File: src/rtl/regfile_wb_queue.sv
// In-order write-back queue feeding the register-file write port, with an
// optional read bypass from queued entries (enabled by REGFILE_WB_BYPASS_EN).
module regfile_wb_queue #(
  parameter int unsigned DEPTH = 4
) (
  input  logic        clk,
  input  logic        rst,
  input  logic        in_valid,
  output logic        in_ready,
  input  logic [4:0]  in_dest,
  input  logic [31:0] in_data,
  input  logic        wb_hold,
  output logic        wb_we,
  output logic [4:0]  wb_addr,
  output logic [31:0] wb_data,
  input  logic [4:0]  rd_addr1,
  input  logic [4:0]  rd_addr2,
  input  logic [31:0] rf_data1,
  input  logic [31:0] rf_data2,
  output logic [31:0] fwd_data1,
  output logic [31:0] fwd_data2,
  output logic        fwd_hit1,
  output logic        fwd_hit2,
  output logic        empty
);

  localparam int unsigned AW = (DEPTH > 1) ? $clog2(DEPTH) : 1;
  localparam int unsigned CW = AW + 1;
  localparam int unsigned RW = 5;
  localparam int unsigned DW = 32;

  typedef struct packed {
    logic [RW-1:0] dest;
    logic [DW-1:0] data;
  } wb_entry_t;

  wb_entry_t     r_mem [DEPTH];
  logic [AW-1:0] r_rd_ptr;
  logic [AW-1:0] r_wr_ptr;
  logic [CW-1:0] r_count;

  logic w_empty;
  logic w_push;
  logic w_enq;
  logic w_pop;

  // Ready ignores a same-cycle pop, so a full queue stalls producers for a cycle.
  assign w_empty  = (r_count == '0);
  assign in_ready = (r_count < CW'(DEPTH));
  assign w_push   = in_valid && in_ready;
  assign w_enq    = w_push && (in_dest != '0);
  assign w_pop    = wb_we;
  assign empty    = w_empty;

  assign wb_we   = !w_empty && !wb_hold;
  assign wb_addr = w_empty ? '0 : r_mem[r_rd_ptr].dest;
  assign wb_data = w_empty ? '0 : r_mem[r_rd_ptr].data;

  always_ff @(posedge clk) begin
    if (rst) begin
      r_rd_ptr <= '0;
      r_wr_ptr <= '0;
      r_count  <= '0;
    end else begin
      if (w_enq) r_wr_ptr <= r_wr_ptr + AW'(1);
      if (w_pop) r_rd_ptr <= r_rd_ptr + AW'(1);
      case ({w_enq, w_pop})
        2'b10:   r_count <= r_count + CW'(1);
        2'b01:   r_count <= r_count - CW'(1);
        default: r_count <= r_count;
      endcase
    end
  end

  // Storage is not reset; entries are only meaningful while covered by r_count.
  always_ff @(posedge clk) begin
    if (w_enq) r_mem[r_wr_ptr] <= '{dest: in_dest, data: in_data};
  end

`ifdef REGFILE_WB_BYPASS_EN
  // Walk oldest to youngest so the youngest matching entry wins.
  always_comb begin
    fwd_hit1  = 1'b0;
    fwd_hit2  = 1'b0;
    fwd_data1 = rf_data1;
    fwd_data2 = rf_data2;
    for (int unsigned i = 0; i < DEPTH; i++) begin
      if (CW'(i) < r_count) begin
        if ((rd_addr1 != '0) && (r_mem[AW'(r_rd_ptr + AW'(i))].dest == rd_addr1)) begin
          fwd_hit1  = 1'b1;
          fwd_data1 = r_mem[AW'(r_rd_ptr + AW'(i))].data;
        end
        if ((rd_addr2 != '0) && (r_mem[AW'(r_rd_ptr + AW'(i))].dest == rd_addr2)) begin
          fwd_hit2  = 1'b1;
          fwd_data2 = r_mem[AW'(r_rd_ptr + AW'(i))].data;
        end
      end
    end
  end
`else
  logic w_unused_rd;
  assign w_unused_rd = ^{rd_addr1, rd_addr2};
  assign fwd_data1   = rf_data1;
  assign fwd_data2   = rf_data2;
  assign fwd_hit1    = 1'b0;
  assign fwd_hit2    = 1'b0;
`endif

endmodule

File: config.mk
export PLATFORM = sky130hd
export DESIGN_NAME = regfile_wb_queue
export DESIGN_NICKNAME = d
export VERILOG_FILES = /design/src/rtl/regfile_wb_queue.sv
export SDC_FILE = /design/constraint.sdc
export NUM_CORES = 1
export LEC_CHECK = 0
export CORE_MARGIN = 3
export CORE_UTILIZATION = 45
export DETAILED_ROUTE_END_ITERATION = 8
export PLACE_DENSITY = 0.79
export SLEW_MARGIN = 15
export SYNTH_ARGS = -nofsm -noshare
export SYNTH_HDL_FRONTEND = slang
export SYNTH_SLANG_ARGS = --single-unit
File: constraint.sdc
create_clock -name clk -period 2.6 [get_ports clk]
set_clock_uncertainty 0.1 [all_clocks]
set_input_delay 0.52 -clock clk [delete_from_list [all_inputs] [get_ports clk]]
set_output_delay 0.52 -clock clk [all_outputs]
set_load 0.03 [all_outputs]
=== Word-level counts from Yosys, hierarchy flattened ===
Memory sizes are Yosys's and may differ from the RTL's. A register that Yosys moved wholly into a read port is not among the register bits.
Cells that the tools add are included.

* Flip-flop bits (word level): 7
* Memory bits (writable): 148
* Input port bits: 115
* Output and inout port bits: 106
* Logic and storage cells: 26
* Memories kept: 1

{| class="wikitable"
|+ Memories
! memory !! depth !! bits a word !! rd ports !! clocked after Yosys merged registers in !! write ports !! RTL line !! text
|-
| r_mem || 4 || 37 || 1 || 1 || 1 || 37 || <nowiki>wb_entry_t r_mem [DEPTH];</nowiki>
|}

* Add/sub/neg operators: 4
* Order comparisons: 1
* Equality and inequality tests: 2
* Multiplexer cells: 7
* Reductions and logical operators: 8

{| class="wikitable"
|+ Operators by type and width
! kind !! count
|-
| $mux W32 || 1
|-
| $pmux W3 S2 || 1
|-
| $mux W5 || 1
|-
| $reduce_bool A5 Y1 || 1
|-
| $add A2 B1 Y2 const B || 2
|-
| $mux W2 || 2
|-
| $add A3 B1 Y3 const B || 1
|-
| $logic_and A1 B1 Y1 || 3
|-
| $logic_not A3 Y1 || 1
|-
| $lt A3 B3 Y1 const B || 1
|-
| $sub A3 B1 Y3 const B || 1
|-
| $eq A2 B1 Y1 const B || 1
|-
| $eq A2 B2 Y1 const B || 1
|-
| $logic_not A1 Y1 || 2
|-
| $mux W1 || 2
|-
| $reduce_bool A2 Y1 || 1
|}

=== Logic depth before layout (Yosys ltp) ===
* Depth after elaboration: 5
* Gate-level depth with buffers: 9
* Mapped depth without buffers: 9

=== Worst setup path after synthesis ===
Ideal clock, no wire load.

* Kind: reg-to-reg
* Start point: register r_count[0]
* End point: register r_count[2]
* Library setup time: 70 ps
* Arrival time: 2,524 ps
* Required time: 2,430 ps
* Path slack: -94 ps
* Cell stages (with the launch flop): 10
* Buffers on the path: 1
* Period minus slack after synthesis: 2,694 ps
* Cells stage by stage: dfxtp_1 -> nor3_2 -> clkbuf_1 -> nor2_1 -> ha_1 -> inv_1 -> fa_1 -> xor2_1 -> or3_1 -> a21oi_1

* Longest elaborated chain between the ends: 5
* Elaborated cells on any way between the ends: 12
* Classes of those cells: 2 x add/sub; 1 x order compare; 2 x eq/ne; 1 x mux; 6 x reduce/logical

{| class="wikitable"
|+ RTL lines
! element !! RTL line !! text
|-
| from (decl) || 40 || <nowiki>logic [CW-1:0] r_count;</nowiki>
|-
| from (signal assigned) || 68 || <nowiki>2'b10: r_count <= r_count + CW'(1);</nowiki>
|-
| from (signal assigned) || 69 || <nowiki>2'b01: r_count <= r_count - CW'(1);</nowiki>
|-
| from (signal assigned) || 70 || <nowiki>default: r_count <= r_count;</nowiki>
|-
| $logic_not A3 Y1 * || 48 || <nowiki>assign w_empty = (r_count == '0);</nowiki>
|-
| named net empty || 24 || <nowiki>output logic empty</nowiki>
|-
| $logic_not A1 Y1 * || 55 || <nowiki>assign wb_we = !w_empty && !wb_hold;</nowiki>
|-
| $logic_and A1 B1 Y1 * || 55 ||
|-
| named net wb_we || 13 || <nowiki>output logic wb_we,</nowiki>
|-
| $eq A2 B1 Y1 or $eq A2 B2 Y1 (tied branches) || 67 || <nowiki>case ({w_enq, w_pop})</nowiki>
|-
| $pmux W3 S2 or $reduce_bool A2 Y1 (tied branches) || n/a ||
|}

Mark *: on every way through the listed nets, which the timed path passes. The rest lies on a longest branch.
A chain may end at the register's enable or synchronous reset.

==> flow_metrics.env <==
export IMPL_gp_congestion=0.713
export IMPL_die_h_um=127
export IMPL_initial_core_util_pct=46.8
export IMPL_dpl_cell_area_um2=7330
export IMPL_port_buffers=80
export IMPL_setup_tns_ns=0
export IMPL_hold_buffers=0
export IMPL_outcome="completed"
export IMPL_core_area_um2=14100
export IMPL_synth_most_common_cell="edfxtp_1"
export IMPL_yosys_warnings=0
export IMPL_drt_iter0_drc=239
export IMPL_clock_path_buffers=2
export IMPL_routedWlPerCell_um=24.0
export IMPL_worstPathMaxFanout=7
export IMPL_synth_top_cells_by_area="edfxtp_1 67%, mux4_2 13%, buf_4 7.5%"
export IMPL_finalInstanceArea_um2=7870
export IMPL_nets=528
export IMPL_layout_min_cycle_time_ns=2.55
export IMPL_hold_viol_final=0
export IMPL_finalPower_mw=8.17
export IMPL_grt_ovfl_total=0
export IMPL_synth_edf_count=148
export IMPL_cts_buffers=17
export IMPL_pin_count=221
export IMPL_layout_area_overhead_vs_synth_pct=19.1
export IMPL_drv_cap=0
export IMPL_die_w_um=127
export IMPL_ys_seq_elements=157
export IMPL_cp_data_required_time_ns=1.98
export IMPL_seq_area_um2=4630
export IMPL_cts_tree="built"
export IMPL_dr_pass1_iters=4
export IMPL_vdd_drop_max_mv=0.671
export IMPL_clk_pin_slew_ns=0.06
export IMPL_ys_flop_type="edfxtp_1"
export IMPL_hp_class="reg -> reg"
export IMPL_worst_setup_path_type="reg -> out"
export IMPL_grt_pass1_vias=3451
export IMPL_leakage_nw=2.66
export IMPL_power_density_nw_per_um2=1040
export IMPL_ys_seq_area_share_pct=70.0
export IMPL_cts_root_buffer="clkbuf_16"
export IMPL_min_delay_start="r_rd_ptr[0]"
export IMPL_ys_types=27
export IMPL_synthCells=359
export IMPL_cts_max_level=4
export IMPL_place_inst=562
export IMPL_antenna_found_initial=0
export IMPL_drive_gt1_share_pct=34.0
export IMPL_synth_commonest_cells="148 x edfxtp_1, 66 x buf_4, 38 x nor2b_1, 37 x mux4_2"
export IMPL_rr_startpoint="r_count[2]"
export IMPL_synth_top_area_cell="edfxtp_1"
export IMPL_clk_latency_ns=0.41
export IMPL_max_freq_mhz=392
export IMPL_grt_pass1_wl_um=21600
export IMPL_row_count=43
export IMPL_slew_violations=0
export IMPL_end_kind="output port"
export IMPL_netlist_area_um2=6600
export IMPL_postSynthAreaPerCell_um2=18.4
export IMPL_rsz0062_at_grt="yes"
export IMPL_cts_sinks=157
export IMPL_setup_viol=0
export IMPL_fp_dieArea_um2=16200
export IMPL_nFillCells=1086
export IMPL_track_usage_pct=18.5
export IMPL_post_drt_via_cell_ratio=5.25
export IMPL_stdcell_count=600
export IMPL_drc=0
export IMPL_crit_arrival_ns=1.93
export IMPL_synthArstFlopShare_pct=0
export IMPL_synth_top_area_share_pct=67.3
export IMPL_fin_crit_sh_pct=98.0
export IMPL_crit_path_start_kind="register"
export IMPL_grt_max_degree=37
export IMPL_antenna_cells=0
export IMPL_multiInputGateArea_um2=1390
export IMPL_ant_nets=0
export IMPL_route_vias_total=3147
export IMPL_routed_wl_um=14400
export IMPL_hpwlAfterDp_um=9880
==> report_power, final <==
group	internal, mW	switching [mW]
logic	1.19	1.54
registers	3.07	0.107
clock network	1.31	0.961
total	5.57	2.60
==> final timing paths <==
path	to	slack [ns]	depth (start not counted)
max	wb_data[16]	0.05	4
max reg2reg	r_count[2]	0.43	9
min	register	0.46	2
min reg2reg	register	0.46	2
==> metal layers <==
layer / global-route usage (%) / vias up / wire length, µm
li1: - / 1394 / -
met1: 19.9 / 1572 / 5000
met2: 31.6 / 131 / 7630
met3: 7.57 / 50 / 1160
met4: 9.15 / 0 / 607
met5: 0 / - / 0
==> final cells by class <==
type | instances | area share, %
Clock buffer | 18 | 5.46
Tap cell | 180 | 2.86
Sequential cell | 157 | 58.9
Timing Repair Buffer | 107 | 13.2
Inverter | 9 | 0.429
Clock inverter | 14 | 1.53
Multi-Input combinational cell | 115 | 17.7
==> through the flow <==
| stage | util [%] | setup WS [ns] | hold slack, ns |
|---|---|---|---|
| floorplan | - | 0.0831 | 0.388 |
| global placement | 52.0 | -0.227 | 0.406 |
| detailed placement | 52.0 | -0.311 | 0.449 |
| CTS | 56.0 | -0.0156 | 0.461 |
| global route | 55.8 | -0.0378 | 0.508 |
| finish | 55.8 | 0.0511 | 0.461 |
==> layout by cell type, fill, tap and decap left out, types with 9 or more instances in the layout <==
cell type        count
clkdlybuf4s50_1     41
buf_4               21
mux4_2              37
nor2b_1             37
buf_2               22
buf_12               9
clkdlybuf4s15_2     10
clkbuf_16           17
edfxtp_1           148
inv_1                9
==> worst max-delay path: stages (launching register included) <==
cell and delay, ns:
dfxtp_4 0.40, buf_6 0.17, mux4_2 0.51, nor2b_1 0.15, clkdlybuf4s15_2 0.28
==> flip-flops by register name, summed over array words and instances, names as in the netlist, named ones only <==
signal,cells
r_mem,148
r_count,3
r_rd_ptr,2
r_wr_ptr,2
==> timing repair <==
action / 4_1_cts / 5_1_grt
cloned: 1 / 0
buffers inserted: 2 / 3
endpoints found under the setup margin: 34 / 28
resized for setup: 134 / 24
==> cells by family after synthesis <==
kind of cell	count (synthesis)	synth area share [%]
flip-flops	157	70.0
adder cells (fa/ha/maj)	6	1.25
other	1	0.0568
AND/OR/NAND/NOR	56	5.21
buffers and inverters	88	9.30
XOR/XNOR	2	0.265
multiplexers	38	12.8
AO/OA/AOI/OAI	11	1.10
Note: power is estimated with default switching activity, not from simulation.
